### src/rtl/ising_sweep_ctrl.sv
// ising_sweep_ctrl
// Lattice owner and sweep sequencer for the Ising Metropolis datapath.
// Holds an N x N periodic spin lattice in flops, presents one site per clock
// (centre spin, four wrapped neighbours, LFSR word) to a combinational
// evaluator and writes the returned spin back, tracking the up-spin count.
//
// Build option: define ISING_CHECKERBOARD_EN to visit all even-parity sites
// ((row+col) even, ascending index) before all odd-parity sites in each sweep.
// Without it the visit order is plain raster 0..N*N-1. Both orders take N*N
// cycles per sweep.
//
// Handshake: start is a single-cycle request sampled only in IDLE; busy is high
// for every cycle a site is being written; done is a one-cycle pulse that
// follows the last write (or follows start directly when num_sweeps is 0).
module ising_sweep_ctrl #(
  parameter int          N            = 8,
  parameter int          ADDR_W       = $clog2(N*N),
  parameter logic [11:0] SEED_DEFAULT = 12'hACE
) (
  input  logic              clk,
  input  logic              rst_n,
  input  logic              start,
  input  logic              init_lattice,
  input  logic [7:0]        num_sweeps,
  input  logic [11:0]       seed,
  output logic              busy,
  output logic              done,
  output logic              spin_val,
  output logic              left,
  output logic              right,
  output logic              top,
  output logic              bottom,
  output logic [11:0]       random,
  input  logic              final_spin_val,
  input  logic [ADDR_W-1:0] rd_addr,
  output logic              rd_spin,
  output logic [ADDR_W:0]   up_count,
  output logic [1:0]        dbg_state
);

  localparam int LOG_N = $clog2(N);
  localparam int CELLS = N * N;

  localparam logic [LOG_N-1:0]  ONE_C  = {{(LOG_N-1){1'b0}}, 1'b1};
  localparam logic [ADDR_W:0]   ONE_U  = {{ADDR_W{1'b0}}, 1'b1};
  localparam logic [ADDR_W:0]   FULL_U = {1'b1, {ADDR_W{1'b0}}};

  typedef enum logic [1:0] {
    S_IDLE = 2'd0,
    S_RUN  = 2'd1,
    S_DONE = 2'd2
  } state_t;

  state_t             r_state;
  logic [CELLS-1:0]   r_lat;
  logic [LOG_N-1:0]   r_row;
  logic [LOG_N-1:0]   r_col;
  logic               r_phase;
  logic [7:0]         r_sweeps_left;
  logic [11:0]        r_lfsr;
  logic [ADDR_W:0]    r_up;
  logic               r_busy;
  logic               r_done;

  logic [ADDR_W-1:0]  w_site;
  logic [LOG_N-1:0]   w_row_m1;
  logic [LOG_N-1:0]   w_row_p1;
  logic [LOG_N-1:0]   w_col_m1;
  logic [LOG_N-1:0]   w_col_p1;
  logic               w_old;
  logic [11:0]        w_lfsr_next;
  logic [11:0]        w_seed;
  logic [LOG_N-1:0]   w_next_row;
  logic [LOG_N-1:0]   w_next_col;
  logic               w_next_phase;
  logic               w_sweep_end;

  assign w_site   = {r_row, r_col};
  assign w_row_m1 = r_row - ONE_C;
  assign w_row_p1 = r_row + ONE_C;
  assign w_col_m1 = r_col - ONE_C;
  assign w_col_p1 = r_col + ONE_C;
  assign w_old    = r_lat[w_site];

  // x^12+x^11+x^10+x^4+1: feedback from bits 11,10,9,3 shifted into bit 0
  assign w_lfsr_next = {r_lfsr[10:0], r_lfsr[11] ^ r_lfsr[10] ^ r_lfsr[9] ^ r_lfsr[3]};
  // an all-zero seed would lock the LFSR, so it is replaced by 1
  assign w_seed      = (seed == 12'd0) ? 12'h001 : seed;

  // Site visit order: compute the next (row, col, phase) and the end-of-sweep flag
  always_comb begin
    w_next_row   = r_row;
    w_next_col   = r_col;
    w_next_phase = r_phase;
    w_sweep_end  = 1'b0;
`ifdef ISING_CHECKERBOARD_EN
    // N is even, so the last same-colour column of any row is N-2 or N-1
    if (&r_col[LOG_N-1:1]) begin
      w_next_row = w_row_p1;
      if (&r_row) begin
        // colour half finished: restart at row 0 on the other colour
        w_next_phase = ~r_phase;
        w_next_col   = {{(LOG_N-1){1'b0}}, ~r_phase};
      end else begin
        w_next_col   = {{(LOG_N-1){1'b0}}, w_row_p1[0] ^ r_phase};
      end
    end else begin
      w_next_col = r_col + {ONE_C[LOG_N-2:0], 1'b0};
    end
    w_sweep_end = r_phase & (&r_row) & (&r_col[LOG_N-1:1]);
`else
    w_next_col = w_col_p1;
    if (&r_col) begin
      w_next_row = w_row_p1;
    end
    w_sweep_end = (&r_row) & (&r_col);
`endif
  end

  // Control FSM together with lattice, LFSR, pointer and up-spin counter state
  always_ff @(posedge clk or negedge rst_n) begin
    if (!rst_n) begin
      r_state       <= S_IDLE;
      r_lat         <= '1;
      r_row         <= '0;
      r_col         <= '0;
      r_phase       <= 1'b0;
      r_sweeps_left <= 8'd0;
      r_lfsr        <= SEED_DEFAULT;
      r_up          <= FULL_U;
      r_busy        <= 1'b0;
      r_done        <= 1'b0;
    end else begin
      case (r_state)
        S_IDLE: begin
          r_done <= 1'b0;
          if (start) begin
            if (num_sweeps == 8'd0) begin
              // nothing to sweep: lattice and LFSR stay untouched
              r_state <= S_DONE;
              r_done  <= 1'b1;
            end else begin
              r_state       <= S_RUN;
              r_busy        <= 1'b1;
              r_lfsr        <= w_seed;
              r_sweeps_left <= num_sweeps;
              r_row         <= '0;
              r_col         <= '0;
              r_phase       <= 1'b0;
              if (init_lattice) begin
                r_lat <= '1;
                r_up  <= FULL_U;
              end
            end
          end
        end
        S_RUN: begin
          r_lat[w_site] <= final_spin_val;
          if (!w_old && final_spin_val) begin
            r_up <= r_up + ONE_U;
          end else if (w_old && !final_spin_val) begin
            r_up <= r_up - ONE_U;
          end
          r_lfsr  <= w_lfsr_next;
          r_row   <= w_next_row;
          r_col   <= w_next_col;
          r_phase <= w_next_phase;
          if (w_sweep_end) begin
            if (r_sweeps_left == 8'd1) begin
              r_state <= S_DONE;
              r_busy  <= 1'b0;
              r_done  <= 1'b1;
            end else begin
              r_sweeps_left <= r_sweeps_left - 8'd1;
            end
          end
        end
        S_DONE: begin
          r_done  <= 1'b0;
          r_state <= S_IDLE;
        end
        default: begin
          r_state <= S_IDLE;
          r_busy  <= 1'b0;
          r_done  <= 1'b0;
        end
      endcase
    end
  end

  assign spin_val  = r_lat[w_site];
  assign left      = r_lat[{r_row, w_col_m1}];
  assign right     = r_lat[{r_row, w_col_p1}];
  assign top       = r_lat[{w_row_m1, r_col}];
  assign bottom    = r_lat[{w_row_p1, r_col}];
  assign random    = r_lfsr;
  assign rd_spin   = r_lat[rd_addr];
  assign up_count  = r_up;
  assign busy      = r_busy;
  assign done      = r_done;
  assign dbg_state = r_state;

endmodule

### config.mk
export PLATFORM = sky130hd
export DESIGN_NAME = ising_sweep_ctrl
export DESIGN_NICKNAME = d
export VERILOG_FILES = /design/src/rtl/ising_sweep_ctrl.sv
export SDC_FILE = /design/constraint.sdc
export NUM_CORES = 1
export LEC_CHECK = 0
export CORE_MARGIN = 5
export CORE_UTILIZATION = 57
export CTS_CLUSTER_DIAMETER = 60
export DETAILED_ROUTE_END_ITERATION = 10
export GPL_TIMING_DRIVEN = 0
export PLACE_DENSITY = 0.77
export SLEW_MARGIN = 30
export SYNTH_ARGS = -nofsm -noshare
export SYNTH_HDL_FRONTEND = slang
export SYNTH_SLANG_ARGS = --single-unit
### constraint.sdc
create_clock -name clk -period 4.9 [get_ports clk]
set_input_delay 0.735 -clock clk [delete_from_list [all_inputs] [get_ports clk]]
set_output_delay 0.735 -clock clk [all_outputs]
set_load 0.05 [all_outputs]
==> reports/metrics.cfg, run 1 <==
[routing]
dr.first_iter.drc_count=1148
drt-total-wl_um=25100
wl_per_cell_um=24.9
vias_per_cell=7.21
via_count=7275
drc=0
ant_nets=0
drt-pass1-iter-count=8

[clocking]
cts-root-buf=clkbuf_16
htreeDepth=3
numCtsBuffers=9
cts_tree=built
cts_setup_buffers=0
insertion_delay_ps=360
cts.sinks=101
cts_buffer_depth=2
path_clk_slew_ps=70

[logic_synthesis]
yosys_warnings=0
syn_nets=803
synth.top_cell.area_share=0.257
synth_most_common_cell=a21oi_1
synth_commonest_cells=a21oi_1 (152), o21ai_0 (87), dfstp_2 (72)
synth.area.top_cells=dfstp_2 (26%), mux4_2 (16%), a21oi_1 (10%), dfrtp_1 (9.9%), o21ai_0 (5.9%)
mappedNetlistArea_um2=7350
synth_edf_count=0
ys.flop_type=dfstp_2
syn_inst=757
ys_types=62
yosysTopAreaCell=dfstp_2
synth.avg_cell_area_um2=9.71
ys_seq_area_frac=0.356
synth-seq-cells=101
synth-async-reset-ratio=1.00

[pwr]
p_leak_nw=3.35
power_density_nw_per_um2=249
ir_worst_vdd_mv=0.224

[setup_path]
cp_num_buf_inv=3
cp_slowest_stage_delay_ps=700
cp_max_fo=10
start_kind=primary input
crit_start=rd_addr[2]
path_cells=clkdlybuf4s50_1 -> clkbuf_1 -> mux4_2 -> mux4_2 -> a211oi_1 -> a21oi_1 -> clkdlybuf4s50_1
crit_arrival_ps=4010
required_ps=4160
path_delay_family=buffers and inverters
cp-end-kind=output pin
slowest_stage=clkdlybuf4s50_1
critical_path_class=primary input to output pin
timing.rr.start=r_col[2]

[global_route]
antenna_found_initial=0
grt_usage=0.338
grt_pass1_wl_um=38900
gr-total-overflow=0
first_global_vias=6971
grt_max_degree=60

[placement]
placement.cell_area_um2=8250
place.port_buffers=57
hpwl_um=17800
gp_congestion=1.07

[layout]
drive_gt1_frac=0.225
ff_latch_area_um2=2620
fillers=1038
area_delta_synth_final_pct=16.4
insertedDiodeCount=0
final_nets=878
final_area_um2=8550
multiInputGateArea_um2=4420

[timing]
slew_viol_final=0
tightest_slew_ps=1030
rsz0062_at_grt=false
period_share=0.969
min_period_ps=4750
setup_tns_ps=0
hold_ws_ps=272
fmax_ghz=0.211
hold_violations=0
fin_skew_ps=9.71
setup_viol=0
maxSlewHeadroom=0.312

[outcome]
outcome=completed

[die]
dieArea_um2=15300
ios=60
die-width_um=124
die_y_um=124
core_area_um2=12600
rows=41
initial_core_util=0.582

[hold_path]
min_path_type=primary input to asynchronous set/reset pin

[job]
cap_violations=0

==> final timing paths <==
path,slack [ps],to,cells after the start
min,270,random[8],1
min in group clk,510,random[3],2
max in group asynchronous,3940,r_lat[47],2
max reg2reg,450,up_count[6],16
min reg2reg,510,random[3],2
max,150,rd_spin,7
==> area by class of cell <==
| cell class | instances | area share |
|---|---|---|
| Clock buffer | 11 | 0.0297 |
| Multi-Input combinational cell | 582 | 0.516 |
| Buffer | 59 | 0.0355 |
| Timing Repair Buffer | 64 | 0.0768 |
| Sequential cell | 101 | 0.306 |
| Clock inverter | 5 | 0.00410 |
| Tap cell | 172 | 0.0252 |
| Inverter | 15 | 0.00658 |
==> stage by stage <==
| stage | util | setup slack, ps | power, mW | std cells |
|---|---|---|---|---|
| 3_3_place_gp | 0.644 | -369 | 1.41 | 986 |
| 4_1_cts | 0.676 | 47.8 | 2.13 | 1009 |
| 5_1_grt | 0.678 | 67.2 | 2.20 | 1009 |
| 3_5_place_dp | 0.654 | 85.9 | 1.43 | 993 |
| 6_report | 0.678 | 154 | 2.13 | 1009 |
| 2_1_floorplan | - | 1180 | 1.26 | 757 |
==> per-layer routing <==
layer  wire (um)  GRT usage  up-vias  share of wire
li1            -          -     3047              -
met1        8930      0.431     3445           0.36
met2       11100      0.510      651           0.44
met3        3540      0.118      132           0.14
met4        1570      0.176        0          0.063
met5           0          0        -              0
==> repair_timing <==
action                     4_1_cts  5_1_grt
hold buffers                     0        0
setup endpoints to repair        2        2
pin swaps                        0        0
resized for setup                2        3
==> placed cells by master, fill, tap and decap left out, types with 7 or more instances in the layout <==
cell type        Yosys  final
a21oi_1            152    152
a31oi_1             19     19
buf_1                9      8
buf_2                9      9
buf_4                6      9
buf_6                6     10
clkbuf_1            29     30
clkbuf_16            0     10
clkdlybuf4s50_1      0     54
dfrtp_1             29     29
dfstp_2             72     72
ha_1                14     14
inv_1               10     10
mux2i_1             33     33
mux4_2              51     51
nand2_1             49     49
nand3_1             13     13
nor2_1              49     49
nor3_2               2      7
nor4_1               8      7
o21ai_0             87     87
o22ai_1              8      8
or3_1                7      7
xnor2_1              7      7
==> sequential cells by signal, summed over array words and instances, names as in the netlist <==
name,flops
busy,1
r_lat,64
up_count,7
r_col,3
r_sweeps_left,8
r_row,3
done,1
dbg_state,2
random,12
==> power breakdown <==
| group | switching (mW) | leakage, nW | total [mW] | internal [mW] |
|---|---|---|---|---|
| clock network | 0.328 | 0.141 | 0.703 | 0.375 |
| logic | 0.258 | 2.08 | 0.464 | 0.205 |
| registers | 0.0621 | 1.13 | 0.964 | 0.902 |
| total | 0.648 | 3.35 | 2.13 | 1.48 |
==> cells by family (layout without fill, tap and decap cells) <==
group,count (synthesis),in the layout,share of synthesized area
buffers and inverters,74,154,0.0485
adders and majority gates,15,15,0.0266
muxes,92,92,0.226
and+or+nand+nor,160,160,0.101
DFF,101,101,0.356
AOI/OAI and AO/OA,306,306,0.230
xor gates and xnor gates,9,9,0.0118
Note: power is estimated with default switching activity, not from simulation.
==> inputs of run 2 (changes only) <==
--- a/config.mk
+++ b/config.mk
@@ -10,7 +10,7 @@
 export CTS_CLUSTER_DIAMETER = 60
 export DETAILED_ROUTE_END_ITERATION = 10
 export GPL_TIMING_DRIVEN = 0
-export PLACE_DENSITY = 0.77
+export PLACE_DENSITY = 0.84
 export SLEW_MARGIN = 30
 export SYNTH_ARGS = -nofsm -noshare
 export SYNTH_HDL_FRONTEND = slang
==> run 2 against run 1 <==
Against the previous run:
- via count up 1.6%
- critical path depth up 5
- register-to-register slack improved by 30 ps
- maximum frequency shrank 0.87%
- final cell count about the same
- clock skew grew 5.0 ps
- worst setup slack got worse by 42 ps
- hold slack better by 220 ps
- largest power group unchanged
==> reports/metrics.cfg, run 2 (synthesis gave the netlist of run 1 again) <==
[layout]
drive_gt1_frac=0.223
final_nets=878
final_common_cell=a21oi_1
final_cell_mix=a21oi_1 (152), o21ai_0 (87), dfstp_2 (72)
top_register=r_lat
fillers=990
largest_register_ffs=64
utilization=0.679
area_delta_synth_final_pct=16.6

[setup_path]
crit_arrival_ps=4050
critical_path_class=flop to output pin
start_kind=flop
required_ps=4160
cp-end-kind=output pin
cp_max_fo=10

[global_route]
grt_usage=0.358
gr-total-overflow=0
antenna_found_initial=1
first_global_vias=7279
grt_pass1_wl_um=40500
grt_max_degree=73

[die]
die_y_um=124
dieArea_um2=15300
initial_core_util=0.582
ios=60
die-width_um=124
core_area_um2=12600
rows=41

[placement]
place.port_buffers=57
hpwl_um=18800
gp_congestion=1.10

[timing]
tightest_slew_ps=844
maxSlewHeadroom=0.438
fmax_ghz=0.209
rsz0062_at_grt=false
setup_viol=0
slew_viol_final=0
hold_violations=0
min_period_ps=4790
fin_skew_ps=14.7
period_share=0.977

[routing]
vias_per_cell=7.32
dr.first_iter.drc_count=1163
wl_per_cell_um=26.0
via_count=7392
drc=0
drt-total-wl_um=26300
drt-pass1-iter-count=6
ant_nets=0

[clocking]
numCtsBuffers=9
cts_setup_buffers=0
path_clk_slew_ps=70
cts-root-buf=clkbuf_16
cts.sinks=101
cts_buffer_depth=2
cts_tree=built
cts_hold_buffers=0
htreeDepth=3
insertion_delay_ps=370

[hold_path]
min_path_type=primary input to asynchronous set/reset pin

[pwr]
power_mw=2.18
power_density_nw_per_um2=255
p_leak_nw=3.35
ir_worst_vdd_mv=0.227

[outcome]
outcome=completed

[job]
cap_violations=0

==> run 2: critical path: stages (launching register included) <==
cell	delay, ps
dfrtp_1	410
buf_6	180
inv_2	180
buf_2	310
ha_1	350
buf_6	200
inv_2	250
mux4_2	540
nand3_1	100
a31oi_1	90
nor4_1	410
o211ai_1	190
dlygate4sd2_1	460
==> run 2: area by class of cell <==
type	count	area, um^2	area share
clock inverter	6	68.8	0.00804
sequential	101	2620	0.306
clock buffer	10	229	0.0267
multi-input combinational	582	4430	0.517
tap	172	215	0.0251
antenna	1	2.50	0.000292
inverter	15	56.3	0.00658
buffer	59	302	0.0352
timing repair buffer	64	646	0.0754
==> run 2: path summary, 6_finish.rpt <==
check,cells after the start,from,end,slack [ps]
min in group clk,2,random[1],random[2],520
worst min register to register,2,random[1],random[2],520
worst max register to register,17,r_col[0],up_count[6],480
max in group asynchronous,2,rst_n,random[9],3980
worst max-delay path,12,r_col[0],left,110
worst min-delay path,1,rst_n,r_lat[43],490
==> run 2: routing by layer <==
metal / vias to the layer above / share of wire / global-route usage
met5: - / 0.00068 / 0
met4: 2 / 0.072 / 0.219
met3: 161 / 0.15 / 0.136
met2: 671 / 0.44 / 0.539
met1: 3507 / 0.34 / 0.436
li1: 3051 / - / -
==> run 2: repair_timing <==
action / 4_1_cts / 5_1_grt
cloned: 0 / 0
resized for setup: 3 / 1
endpoints found under the setup margin: 2 / 1
==> run 2: per-stage QoR <==
step | cells | cell area [um^2] | setup TNS, ps | hold slack, ps | setup slack (ps)
floorplan | 757 | 7350 | 0 | 439 | 1180
global placement | 986 | 8130 | -12540 | 484 | -440
detailed placement | 993 | 8250 | 0 | 498 | 62.5
CTS | 1009 | 8540 | 0 | 511 | 169
global route | 1009 | 8560 | 0 | 533 | 13.2
finish | 1010 | 8560 | 0 | 494 | 112
==> run 2: power by group <==
part	internal [mW]	switching [mW]	total [mW]
Combinational	0.206	0.258	0.464
Clock	0.402	0.349	0.752
Sequential	0.902	0.0619	0.964
Total	1.51	0.669	2.18
